--- src/rtl/pid_velocity_controller.sv ---
// Three-stage velocity-form PID controller with saturating, anti-windup output.
// Define PID_DERIV_EN to build the derivative (kd) path; otherwise it is a PI controller.
module pid_velocity_controller #(
  parameter int DATA_W  = 9,
  parameter int COEF_W  = 12,
  parameter int FRAC_W  = 8,
  parameter int OUT_MAX = 2**(DATA_W-1) - 1,
  parameter int OUT_MIN = -(2**(DATA_W-1))
) (
  input  logic                     clk,
  input  logic                     reset,
  input  logic                     clear,
  input  logic                     in_valid,
  input  logic signed [DATA_W-1:0] error_in,
  input  logic signed [COEF_W-1:0] kp,
  input  logic signed [COEF_W-1:0] ki,
  input  logic signed [COEF_W-1:0] kd,
  output logic                     out_valid,
  output logic signed [DATA_W-1:0] signal_out,
  output logic                     sat_hi,
  output logic                     sat_lo
);

  localparam int D1_W  = DATA_W + 1;
  localparam int PP_W  = COEF_W + D1_W;
  localparam int PI_W  = COEF_W + DATA_W;
  localparam int ACC_W = DATA_W + COEF_W + 4;

  localparam logic signed [ACC_W-1:0] MAX_A = ACC_W'(OUT_MAX);
  localparam logic signed [ACC_W-1:0] MIN_A = ACC_W'(OUT_MIN);

  logic flush;
  assign flush = reset | clear;

  logic signed [DATA_W-1:0] e_prev1;
  logic                     s0_valid;
  logic signed [DATA_W-1:0] s0_e;
  logic signed [D1_W-1:0]   s0_d1;

  logic                     s1_valid;
  logic signed [PP_W-1:0]   s1_p;
  logic signed [PI_W-1:0]   s1_i;

  logic signed [ACC_W-1:0]  sum;
  logic signed [ACC_W-1:0]  shifted;
  logic signed [ACC_W-1:0]  acc;

  // Stage 0: capture the sample and its differences; history only moves here.
  always_ff @(posedge clk) begin
    if (flush) begin
      e_prev1  <= '0;
      s0_valid <= 1'b0;
      s0_e     <= '0;
      s0_d1    <= '0;
    end else if (in_valid) begin
      s0_valid <= 1'b1;
      s0_e     <= error_in;
      s0_d1    <= D1_W'(error_in) - D1_W'(e_prev1);
      e_prev1  <= error_in;
    end else begin
      s0_valid <= 1'b0;
    end
  end

  // Stage 1: full-width products; gains are sampled while the sample sits here.
  always_ff @(posedge clk) begin
    if (flush) begin
      s1_valid <= 1'b0;
      s1_p     <= '0;
      s1_i     <= '0;
    end else begin
      s1_valid <= s0_valid;
      if (s0_valid) begin
        s1_p <= PP_W'(kp) * PP_W'(s0_d1);
        s1_i <= PI_W'(ki) * PI_W'(s0_e);
      end
    end
  end

`ifdef PID_DERIV_EN
  localparam int D2_W = DATA_W + 2;
  localparam int PD_W = COEF_W + D2_W;

  logic signed [DATA_W-1:0] e_prev2;
  logic signed [D2_W-1:0]   s0_d2;
  logic signed [PD_W-1:0]   s1_d;

  always_ff @(posedge clk) begin
    if (flush) begin
      e_prev2 <= '0;
      s0_d2   <= '0;
    end else if (in_valid) begin
      s0_d2   <= D2_W'(error_in) - (D2_W'(e_prev1) <<< 1) + D2_W'(e_prev2);
      e_prev2 <= e_prev1;
    end
  end

  always_ff @(posedge clk) begin
    if (flush) begin
      s1_d <= '0;
    end else if (s0_valid) begin
      s1_d <= PD_W'(kd) * PD_W'(s0_d2);
    end
  end
`else
  logic unused_kd;
  assign unused_kd = ^kd;
`endif

  // Stage 2 datapath: the increment is added to the last saturated output,
  // so no unsaturated accumulator can wind up.
  always_comb begin
    sum = ACC_W'(s1_p) + ACC_W'(s1_i);
`ifdef PID_DERIV_EN
    sum = sum + ACC_W'(s1_d);
`endif
    shifted = sum >>> FRAC_W;
    acc     = shifted + ACC_W'(signal_out);
  end

  always_ff @(posedge clk) begin
    if (flush) begin
      out_valid  <= 1'b0;
      signal_out <= '0;
      sat_hi     <= 1'b0;
      sat_lo     <= 1'b0;
    end else if (s1_valid) begin
      out_valid <= 1'b1;
      sat_hi    <= (acc > MAX_A);
      sat_lo    <= (acc < MIN_A);
      if (acc > MAX_A) begin
        signal_out <= DATA_W'(MAX_A);
      end else if (acc < MIN_A) begin
        signal_out <= DATA_W'(MIN_A);
      end else begin
        signal_out <= acc[DATA_W-1:0];
      end
    end else begin
      out_valid <= 1'b0;
    end
  end

  // A clamp window that is empty or inverted is a configuration error.
  always @(posedge clk) begin
    if (reset) begin
      assert (OUT_MIN < OUT_MAX)
        else $error("pid_velocity_controller: OUT_MIN (%0d) must be below OUT_MAX (%0d)", OUT_MIN, OUT_MAX);
    end
  end

endmodule

--- config.mk ---
export PLATFORM = sky130hd
export DESIGN_NAME = pid_velocity_controller
export DESIGN_NICKNAME = d
export VERILOG_FILES = /design/src/rtl/pid_velocity_controller.sv
export SDC_FILE = /design/constraint.sdc
export NUM_CORES = 1
export LEC_CHECK = 0
export ABC_AREA = 1
export ABC_CLOCK_PERIOD_IN_PS = 16100
export CORE_MARGIN = 2
export CORE_UTILIZATION = 35
export DETAILED_ROUTE_END_ITERATION = 8
export HOLD_SLACK_MARGIN = 0.1
export PLACE_DENSITY = 0.48
export SYNTH_ARGS = -nofsm -noshare
export SYNTH_HDL_FRONTEND = slang
export SYNTH_SLANG_ARGS = --single-unit
--- constraint.sdc ---
create_clock -name clk -period 16.1 [get_ports clk]
set_input_delay 2.415 -clock clk [delete_from_list [all_inputs] [get_ports clk]]
set_output_delay 2.415 -clock clk [all_outputs]
set_load 0.05 [all_outputs]
Word-level counts from Yosys, hierarchy flattened --
Cells that the tools add are included.
Storage, ports and cells: memories 0, RAM bits 0, bits in latches 0, register bits 76, output and inout bits 12, memory bits (read-only) 0
Operators by class: shifts and indexed selects 0, multiplexer cells 4, div/mod/pow operators 0, $lt $le $gt $ge 2, bitwise logic cells 1, equal/unequal tests 0, multipliers 2, add/sub/neg operators 3, reduce and logical (&&, ||, !) cells 0
Operator list (count):
- $add A22 B21 Y23 | 1
- $mul A12 B10 Y22 | 1
- $mul A12 B9 Y21 | 1
- $mux W9 | 2
- $add A15 B9 Y16 | 1
- $gt A16 B9 Y1 const B | 1
- $lt A16 B9 Y1 const B | 1
- $sub A9 B9 Y10 | 1
- $mux W1 | 2
- $or A1 B1 Y1 | 1

Logic depth before layout (Yosys ltp) --
Gate-level depths: netlist of the first run.
depth in word-level cells 5, depth in mapped cells 28

Worst setup path after synthesis of the first run --
OpenSTA, ideal clock, no wires.
kind input to register, from input kp[7], to register s1_p[19], path slack 9.118 ns, library setup time 0.116 ns, path buffers 1, stages 24, arrival time 6.865 ns, data required time 15.984 ns, cells stage by stage clkbuf_1 > nand2_1 > fa_1 > inv_1 > fa_1 > inv_1 > fa_1 > fa_1 > inv_1 > fa_1 > ha_1 > nand2_1 > inv_1 > nand2_1 > nand2_1 > nor2_1 > nor2_1 > or2_2 > nand2_1 > nand2_1 > nand2_1 > nand3_1 > o211ai_1 > inv_1
Between the ends: longest elaborated chain between the ends 1
Ends and longest elaborated chain:
- start, declared | line 15 | input logic signed [COEF_W-1:0] kp,
- $mul A12 B10 Y22 | line 74 | s1_p <= PP_W'(kp) * PP_W'(s0_d1);
- end signal, assigned | line 74
- end, declared | line 41 | logic signed [PP_W-1:0] s1_p;
Every way passes these cells. A chain may end at the register's enable or synchronous reset.

Final worst setup path of the first run --
from input kp[11], to register s1_p[21]
Same word-level chain as after synthesis.

==> impl_metrics.env, run 1 <==
export IMPL_status="finished, final reports clean"
export IMPL_grt_pass1_wl_mm=57.1
export IMPL_slowest_delay_ps=740
export IMPL_clk_latency_ps=340
export IMPL_drive_above_1_share=0.0345
export IMPL_yosysSeqAreaShare=0.110
export IMPL_num_fill_cells=4112
export IMPL_rsz0062_at_grt="false"
export IMPL_synth_top_area_share=0.289
export IMPL_grt_overflow_total=0
export IMPL_synth_area_leaders="fa_1 (29%), ha_1 (13%), inv_1 (12%), nand2_1 (12%), dfxtp_1 (11%)"
export IMPL_cts_sinks=76
export IMPL_synth_area_per_cell_sq_um=7.36
export IMPL_hpwl_mm=27.8
export IMPL_wirelength_mm=32.8
export IMPL_root_buffer="clkbuf_16"
export IMPL_seqCellArea_sq_um=1520
export IMPL_finalSetupViolCount=0
export IMPL_hold_path_class="flop to flop"
export IMPL_place_congestion=0.828
export IMPL_io_buffers=48
export IMPL_antennaDiodeCount=0
export IMPL_synth_nets=2277
export IMPL_yosys_cell_types_count=42
export IMPL_p_leak_nw=8.57
export IMPL_first_iter_violations=530
export IMPL_skew_ps=7.61
export IMPL_viasPerCell=4.65
export IMPL_worst_setup_path_end_kind="flop"
export IMPL_critPathBufInv=6
export IMPL_postCtsSetupBuffers=0
export IMPL_tightest_slew_ps=827
export IMPL_grt_start_max_net_pins=62
export IMPL_synth_area_sq_um=13800
export IMPL_period_share=0.481
export IMPL_maxSlewHeadroom=0.448
export IMPL_track_usage=0.170
export IMPL_drt_antenna_violating_nets=0
export IMPL_core_area_sq_um=38800
export IMPL_area_delta_synth_final_pct=8.50
export IMPL_syn_inst=1882
export IMPL_yosys_register_bits=76
export IMPL_cp_arrival_ps=8000
export IMPL_crit_required_ps=16350
export IMPL_fmax_mhz=129
export IMPL_start_kind="input port"
export IMPL_num_vias=11200
export IMPL_die_h_microns=203
export IMPL_pwr_density_cell_nw_per_um2=49.0
export IMPL_yosys_area_top_type="fa_1"
export IMPL_crit_path_top_delay_cell="fa_1"
export IMPL_chipWidth_microns=203
export IMPL_tns_ps=0
export IMPL_ys_flop_type="dfxtp_1"
export IMPL_crit_chain="clkdlybuf4s50_1 > nand2_1 > inv_1 > fa_1 > fa_1 > fa_1 > fa_1 > inv_1 > fa_1 > inv_1 > ha_1 > inv_1 > nor3_1 > nand3_1 > nor2_1 > nand2_1 > o211ai_1 > xnor2_1 > nand2_1 > nand2_1 > inv_1"
export IMPL_ctsHoldBuffers=0
export IMPL_cts_buffers=9
export IMPL_synth_edff_count=0
export IMPL_rows=72
export IMPL_num_nets_final=2275
export IMPL_grt_pass1_vias=11600
export IMPL_timing_hold_ws_ps=464
export IMPL_cts_resized=0
export IMPL_drt_pass1_iter_count=7
export IMPL_ys_warn_count=0
export IMPL_multi_input_area_sq_um=10400
export IMPL_htreeDepth=3
export IMPL_clkTransAtPathRegs_ps=60
export IMPL_drv_slew=0
export IMPL_vdd_drop_max_mv=0.0417
export IMPL_routedWlPerCell_microns=13.7
export IMPL_crit_family="adder cells"
export IMPL_start_util=0.357
export IMPL_antenna_found_initial=0
export IMPL_power_w=0.000735
export IMPL_finalCriticalPeriod_ps=7750
export IMPL_crit_type="input port to flop"
export IMPL_hold_violations=0
export IMPL_cts_buffer_depth=2
export IMPL_drcViolationCount=0
export IMPL_io_pins=61
export IMPL_die_area_sq_um=41200
export IMPL_cap_violations=0
export IMPL_path_max_fanout=10
export IMPL_synthArstFlopShare=0
export IMPL_cts_tree="done"
[per-layer routing]
| layer | vias to the layer above | global-route usage | share of wire |
|---|---|---|---|
| li1 | 5673 | - | - |
| met1 | 5334 | 0.237 | 0.49 |
| met2 | 152 | 0.294 | 0.48 |
| met3 | 16 | 0.0177 | 0.032 |
| met4 | 0 | 0.0162 | 0.0061 |
| met5 | - | 0 | 0 |
[stage by stage]
stage               setup WS [ps]  utilization  std cells  cell area [sq um]
finish                       8350        0.387       2402              15000
global route                 7970        0.387       2402              15000
CTS                          8390        0.387       2402              15000
detailed placement           8030        0.380       2387              14800
global placement             8020        0.380       2387              14800
floorplan                    9120            -       1882              13800
[where the power goes]
group	internal, W	switching, W	leakage [nW]	total [W]
Sequential	0.000193	0.0000128	0.617	0.000206
Combinational	0.000133	0.000211	7.82	0.000344
Clock	0.000107	0.0000783	0.131	0.000186
[worst reg2reg max path, stage by stage (launching register included)]
cell      delay, ps
dfxtp_1         780
nand2_1         220
inv_1           180
fa_1            540
fa_1            710
inv_1           100
fa_1            560
fa_1            430
fa_1            490
inv_1            40
ha_1            340
nand2_1         130
nor3_1          220
nand3_1         200
nor2_1          130
nand2_1          90
o211ai_1        180
xnor2_1         210
nand2_1          80
nand2_1          70
inv_1            30
[state kept, by name, indices dropped and copies added, names as in the netlist]
| signal | count |
|---|---|
| s1_p | 22 |
| s1_valid | 1 |
| signal_out | 9 |
| sat_lo | 1 |
| s0_e | 9 |
| sat_hi | 1 |
| s1_i | 21 |
| s0_d1 | 10 |
| s0_valid | 1 |
| out_valid | 1 |
[synth_stat cells, drive strengths merged, types with 4 or more instances]
| library cell | n |
|---|---|
| clkbuf | 54 |
| buf | 10 |
| o211ai | 10 |
| xor2 | 42 |
| o21a | 4 |
| nand2 | 444 |
| nor2 | 119 |
| o21ai | 76 |
| o31ai | 4 |
| nand4 | 14 |
| inv | 443 |
| nand3 | 61 |
| dfxtp | 76 |
| xnor2 | 22 |
| fa | 200 |
| a31oi | 5 |
| o21bai | 4 |
| nor3 | 5 |
| a21oi | 106 |
| or2 | 15 |
| ha | 146 |
| a21o | 6 |
[worst paths after layout]
kind	startpoint	endpoint	slack, ps	depth (start not counted)
hold / removal	sat_hi	sat_hi	460	2
hold reg to reg	sat_hi	sat_hi	460	2
setup / recovery	kp[11]	s1_p[21]	8350	21
setup reg to reg	s0_d1[1]	s1_p[21]	10290	20
[cell usage in the layout (no fill, tap or decap), types with 5 or more instances in the layout]
cell type        instances
inv_1                  440
nand2_1                436
fa_1                   200
ha_1                   146
nor2_1                 113
a21oi_1                102
dfxtp_1                 75
o21ai_0                 73
nand3_1                 53
clkdlybuf4s50_1         48
xor2_1                  40
xnor2_1                 22
nand4_1                 14
or2_2                   14
o211ai_1                10
clkbuf_16                9
nand3_2                  8
nand2_2                  8
a21o_1                   6
nor2_2                   6
nor3_1                   5
a31oi_1                  5
[layout make-up]
class | count | share of cell area
clock buffer | 11 | 0.0162
clock inverter | 4 | 0.00175
inverter | 444 | 0.111
multi-input combinational | 1298 | 0.693
sequential | 76 | 0.101
tap | 518 | 0.0431
timing repair buffer | 51 | 0.0335
[cell families (layout without fill, tap and decap cells)]
group | count (synthesis) | count (layout) | synth area share
and+or+nand+nor | 664 | 664 | 0.198
buffers and inverters | 508 | 510 | 0.138
adders and majority gates | 346 | 346 | 0.421
AOI/OAI and AO/OA | 224 | 224 | 0.0915
DFF | 76 | 76 | 0.110
xor gates and xnor gates | 64 | 64 | 0.0416
(Power assumes the default switching activity.)
==> run 2: changes to the inputs <==
ABC_CLOCK_PERIOD_IN_PS = 6300   (was 16100)
PLACE_DENSITY = 0.5   (was 0.48)
clock period = 6.3 ns   (was 16.1 ns; I/O delays follow)
==> impl_metrics.env, run 2 (synthesized netlist as in run 1, its figures left out) <==
export IMPL_routedWlPerCell_microns=13.4
export IMPL_drt_pass1_iter_count=5
export IMPL_wirelength_mm=32.8
export IMPL_antenna_found_initial=0
export IMPL_drcViolationCount=0
export IMPL_mostFrequentLayoutCell="inv_1"
export IMPL_postCtsSetupBuffers=0
export IMPL_drive_above_1_share=0.0590
export IMPL_hold_violations=0
export IMPL_area_delta_synth_final_pct=11.2
export IMPL_io_buffers=48
export IMPL_status="finished, final reports clean"
export IMPL_drt_antenna_violating_nets=0
export IMPL_first_iter_violations=506
export IMPL_regMostFlops="s1_p"
export IMPL_ctsHoldBuffers=0
export IMPL_cts_buffers=9
export IMPL_htreeDepth=3
export IMPL_tightest_slew_ps=811
export IMPL_skew_ps=5.76
export IMPL_path_max_fanout=8
export IMPL_fmax_mhz=171
export IMPL_maxSlewHeadroom=0.459
export IMPL_cts_buffer_depth=2
export IMPL_p_leak_nw=8.82
export IMPL_drv_slew=0
export IMPL_power_w=0.00196
export IMPL_crit_type="input port to flop"
export IMPL_num_fill_cells=4088
export IMPL_die_area_sq_um=41200
export IMPL_chipWidth_microns=203
export IMPL_most_common_layout_cells="inv_1 (441), nand2_1 (436), fa_1 (200), ha_1 (146), nor2_1 (113)"
export IMPL_vdd_drop_max_mv=0.0930
export IMPL_track_usage=0.170
export IMPL_root_buffer="clkbuf_16"
export IMPL_io_pins=61
export IMPL_cap_violations=0
export IMPL_largest_reg_flops=22
export IMPL_timing_hold_ws_ps=463
export IMPL_cts_sinks=76
export IMPL_place_congestion=0.852
export IMPL_antennaDiodeCount=0
export IMPL_cp_arrival_ps=6090
export IMPL_core_area_sq_um=38800
export IMPL_clk_latency_ps=340
export IMPL_finalSetupViolCount=0
export IMPL_pwr_density_cell_nw_per_um2=127
export IMPL_clkTransAtPathRegs_ps=60
export IMPL_start_kind="input port"
export IMPL_hpwl_mm=28.3
export IMPL_crit_required_ps=6530
export IMPL_finalCriticalPeriod_ps=5860
export IMPL_hold_path_class="flop to flop"
export IMPL_viasPerCell=4.63
export IMPL_cts_resized=0
export IMPL_num_vias=11400
export IMPL_rows=72
export IMPL_grt_start_max_net_pins=62
export IMPL_reg_largest_list="s1_p x22, s1_i x21, s0_d1 x10"
export IMPL_grt_pass1_vias=11900
export IMPL_grt_pass1_wl_mm=57.4
export IMPL_worst_setup_path_end_kind="flop"
export IMPL_grt_overflow_total=0
export IMPL_start_util=0.357
export IMPL_period_share=0.930
export IMPL_rsz0062_at_grt="false"
export IMPL_num_nets_final=2323
export IMPL_die_h_microns=203
export IMPL_cts_tree="done"
## run 2: critical path: stages
cell             delay (ps)
clkdlybuf4s50_1         730
buf_4                   200
nand2_1                  70
fa_1                    520
fa_1                    550
inv_1                    50
fa_1                    470
inv_1                    50
fa_1                    440
fa_1                    490
inv_1                    40
ha_1                    280
nand2_1                 100
nor2_1                  110
inv_1                    70
nor4_1                  310
buf_4                   190
o21ai_0                 130
nand4_1                 120
nand3_1                  70
o211ai_1                110
inv_1                    50
## run 2: final timing paths
kind,from,endpoint,slack [ps],cells after the start
hold / removal,sat_hi,sat_hi,460,2
hold reg to reg,sat_hi,sat_hi,460,2
setup reg to reg,s0_d1[1],s1_p[19],740,23
setup / recovery,kp[9],s1_p[20],440,22
## run 2: report_power, final
part / total (W) / internal [W] / leakage, nW / switching [W]
registers: 0.000521 / 0.000493 / 0.617 / 0.0000274
logic: 0.000954 / 0.000392 / 8.07 / 0.000563
clock network: 0.000484 / 0.000278 / 0.132 / 0.000206
total: 0.00196 / 0.00116 / 8.82 / 0.000796
## run 2: final cells by class
| type | count | area [sq um] | area share |
|---|---|---|---|
| inverters | 444 | 1670 | 0.108 |
| clock buffers | 11 | 243 | 0.0158 |
| multi-input cells | 1298 | 10400 | 0.676 |
| well taps | 518 | 648 | 0.0421 |
| clock inverters | 5 | 37.5 | 0.00244 |
| flip-flops and latches | 76 | 1520 | 0.0989 |
| repair buffers | 99 | 866 | 0.0562 |
## run 2: metal layers
layer  global-route usage  vias up  routed length (microns)
met4               0.0198        0                      268
met2                0.290      157                    15300
met3               0.0172       20                     1100
li1                     -     5773                        -
met1                0.240     5405                    16100
met5                    0        -                        0
## run 2: stage by stage
stage | setup slack [ps] | cells | utilization | setup TNS [ps] | cell area [sq um]
2_1_floorplan | 788 | 1882 | - | 0 | 13800
3_3_place_gp | -25.6 | 2435 | 0.389 | -25.6 | 15100
3_5_place_dp | 13.4 | 2435 | 0.389 | 0 | 15100
4_1_cts | 360 | 2451 | 0.396 | 0 | 15400
5_1_grt | 104 | 2451 | 0.396 | 0 | 15400
6_report | 441 | 2451 | 0.396 | 0 | 15400
==> run 3: changes to the inputs <==
==> constraint.sdc (replaced) <==
create_clock -name clk -period 6.3 [get_ports clk]
set_input_delay 1.89 -clock clk [delete_from_list [all_inputs] [get_ports clk]]
set_output_delay 1.89 -clock clk [all_outputs]
set_load 0.05 [all_outputs]
==> impl_metrics.env, run 3 (synthesized netlist as in run 1, its figures left out) <==
export IMPL_crit_path_end="s1_i[19]"
export IMPL_tightest_slew_ps=808
export IMPL_skew_ps=6.63
export IMPL_worstRegToRegCells=22
export IMPL_finalSetupViolCount=0
export IMPL_num_fill_cells=4008
export IMPL_worst_setup_path_end_kind="flop"
export IMPL_drt_pass1_iter_count=5
export IMPL_path_max_fanout=4
export IMPL_clk_latency_ps=340
export IMPL_largest_reg_flops=22
export IMPL_drcViolationCount=0
export IMPL_area_delta_synth_final_pct=21.5
export IMPL_power_frac_comb=0.551
export IMPL_drv_slew=0
export IMPL_cts_buffers=9
export IMPL_antenna_found_initial=0
export IMPL_root_buffer="clkbuf_16"
export IMPL_p_switching_w=0.000903
export IMPL_crit_required_ps=6530
export IMPL_reg_largest_list="s1_p x22, s1_i x21, s0_d1 x10"
export IMPL_first_iter_violations=489
export IMPL_sw_frac_of_total=0.392
export IMPL_clock_power_share=0.223
export IMPL_final_area_sq_um=16800
export IMPL_path_common_cell="fa_1"
export IMPL_place_congestion=0.853
export IMPL_finalCriticalPeriod_ps=6110
export IMPL_r2r_slack_ps=1120
export IMPL_htreeDepth=3
export IMPL_fmax_mhz=164
export IMPL_num_vias=11900
export IMPL_crit_type="input port to flop"
export IMPL_hpwl_mm=28.9
export IMPL_wirelength_mm=34.0
export IMPL_start_kind="input port"
export IMPL_vdd_drop_max_mv=0.102
export IMPL_rows=72
export IMPL_viasPerCell=4.64
export IMPL_mostFrequentLayoutCell="inv_1"
export IMPL_hold_path_class="flop to flop"
export IMPL_intPower_w=0.00140
export IMPL_most_common_layout_cells="inv_1 (427), nand2_1 (425), fa_1 (191), buf_4 (154), ha_1 (124)"
export IMPL_r2r_start="s0_d1[4]"
export IMPL_period_share=0.970
export IMPL_reg2reg_to="s1_p[20]"
export IMPL_tns_ps=0
export IMPL_regMostFlops="s1_p"
export IMPL_timing_hold_ws_ps=462
export IMPL_core_area_sq_um=38800
export IMPL_crit_start="ki[9]"
export IMPL_cts_sinks=76
export IMPL_start_util=0.357
export IMPL_share_seq_of_total_power=0.226
export IMPL_drt_antenna_violating_nets=0
export IMPL_post_route_util=0.433
export IMPL_die_h_microns=203
export IMPL_cts_tree="done"
export IMPL_die_area_sq_um=41200
export IMPL_grt_pass1_wl_mm=59.2
export IMPL_slowest_delay_ps=520
export IMPL_crit_path_top_delay_cell="fa_1"
export IMPL_pwr_density_cell_nw_per_um2=137
export IMPL_drive_above_1_share=0.161
export IMPL_place_area_sq_um=15900
export IMPL_clkTransAtPathRegs_ps=60
export IMPL_grt_pass1_vias=12400
export IMPL_io_buffers=48
export IMPL_num_nets_final=2439
export IMPL_cp_arrival_ps=6340
export IMPL_chipWidth_microns=203
export IMPL_grt_start_max_net_pins=61
export IMPL_maxSlewHeadroom=0.461
export IMPL_hold_violations=0
export IMPL_grt_overflow_total=0
export IMPL_track_usage=0.175
export IMPL_cap_violations=0
export IMPL_status="finished, final reports clean"
export IMPL_crit_chain="clkdlybuf4s50_1 > buf_4 > or2_2 > fa_1 > inv_1 > fa_1 > fa_1 > fa_1 > ha_1 > ha_1 > inv_1 > o31ai_1 > a21oi_1 > nand3_1 > nand2_1 > o221a_2"
export IMPL_routedWlPerCell_microns=13.2
export IMPL_p_leak_nw=9.46
export IMPL_io_pins=61
export IMPL_cts_buffer_depth=2
export IMPL_antennaDiodeCount=0
## run 3: cell count changes in the layout (fill, tap and decap cells not counted), moves of 9 or more
cell and delta:
o21ai_0 -9, fa_2 +9, ha_4 +21, inv_1 -14, buf_6 +10, nand2_2 +11
a21oi_2 +14, buf_4 +103, nand2_1 -11, clkdlybuf4s50_1 -18, a21oi_1 -15, fa_1 -9
ha_1 -22, inv_2 +14
## run 3: worst min-delay path by stage
stage | depth (start not counted) | startpoint | slack [ps] | end
floorplan | 2 | s1_i[1] | 440 | s1_i[1]
detailed placement | 2 | sat_hi | 460 | sat_hi
global placement | 2 | sat_hi | 450 | sat_hi
global route | 2 | sat_hi | 480 | sat_hi
CTS | 2 | sat_hi | 470 | sat_hi
finish | 2 | sat_hi | 460 | sat_hi
## run 3: area by class of cell
class,instances,area (sq um),share of cell area
multi-input cells,1298,10900,0.648
repair buffers,215,1780,0.106
well taps,518,648,0.0385
clock buffers,9,225,0.0134
inverters,444,1670,0.0991
flip-flops and latches,76,1520,0.0905
clock inverters,7,67.6,0.00402
## run 3: critical path: cells and delay by family
kind,cells,cell delay [ps]
adder cells (fa/ha/maj),6,2630
buffers and inverters,4,740
AND/OR/NAND/NOR,3,440
AO/OA/AOI/OAI,3,650
## run 3: metrics by stage
| stage | std cells | total power [W] | setup WS (ps) |
|---|---|---|---|
| finish | 2567 | 0.00230 | 191 |
| global route | 2567 | 0.00252 | -4.17 |
| CTS | 2558 | 0.00224 | -32.8 |
| detailed placement | 2536 | 0.00166 | -796 |
| global placement | 2536 | 0.00165 | -760 |
| floorplan | 1882 | 0.00121 | -26.6 |
## run 3: layer usage
layer	part of all wire	GRT usage	routed length, microns	vias to the layer above
met2	0.48	0.299	16200	161
met4	0.0098	0.0245	332	0
met5	0	0	0	-
met3	0.032	0.0197	1100	18
li1	-	-	-	6013
met1	0.48	0.243	16400	5721
## run 3: timing repair
| action | 4_1_cts | 5_1_grt |
|---|---|---|
| endpoints found under the setup margin | 20 | 23 |
| buffers inserted | 6 | 8 |
| pin swaps | 13 | 35 |
| resized for setup | 58 | 91 |
| gates cloned | 0 | 1 |
| hold endpoints to repair | 0 | 0 |
| hold buffers | 0 | 0 |
## run 3: power groups by stage
| stage | clock (W) | combinational, W | sequential, W |
|---|---|---|---|
| 6_report | 0.000514 | 0.00127 | 0.000521 |
| 5_1_grt | 0.000548 | 0.00145 | 0.000523 |
| 4_1_cts | 0.000530 | 0.00119 | 0.000522 |
| 3_5_place_dp | 0 | 0.00112 | 0.000532 |
| 3_3_place_gp | 0 | 0.00112 | 0.000532 |
| 2_1_floorplan | 0 | 0.000693 | 0.000512 |
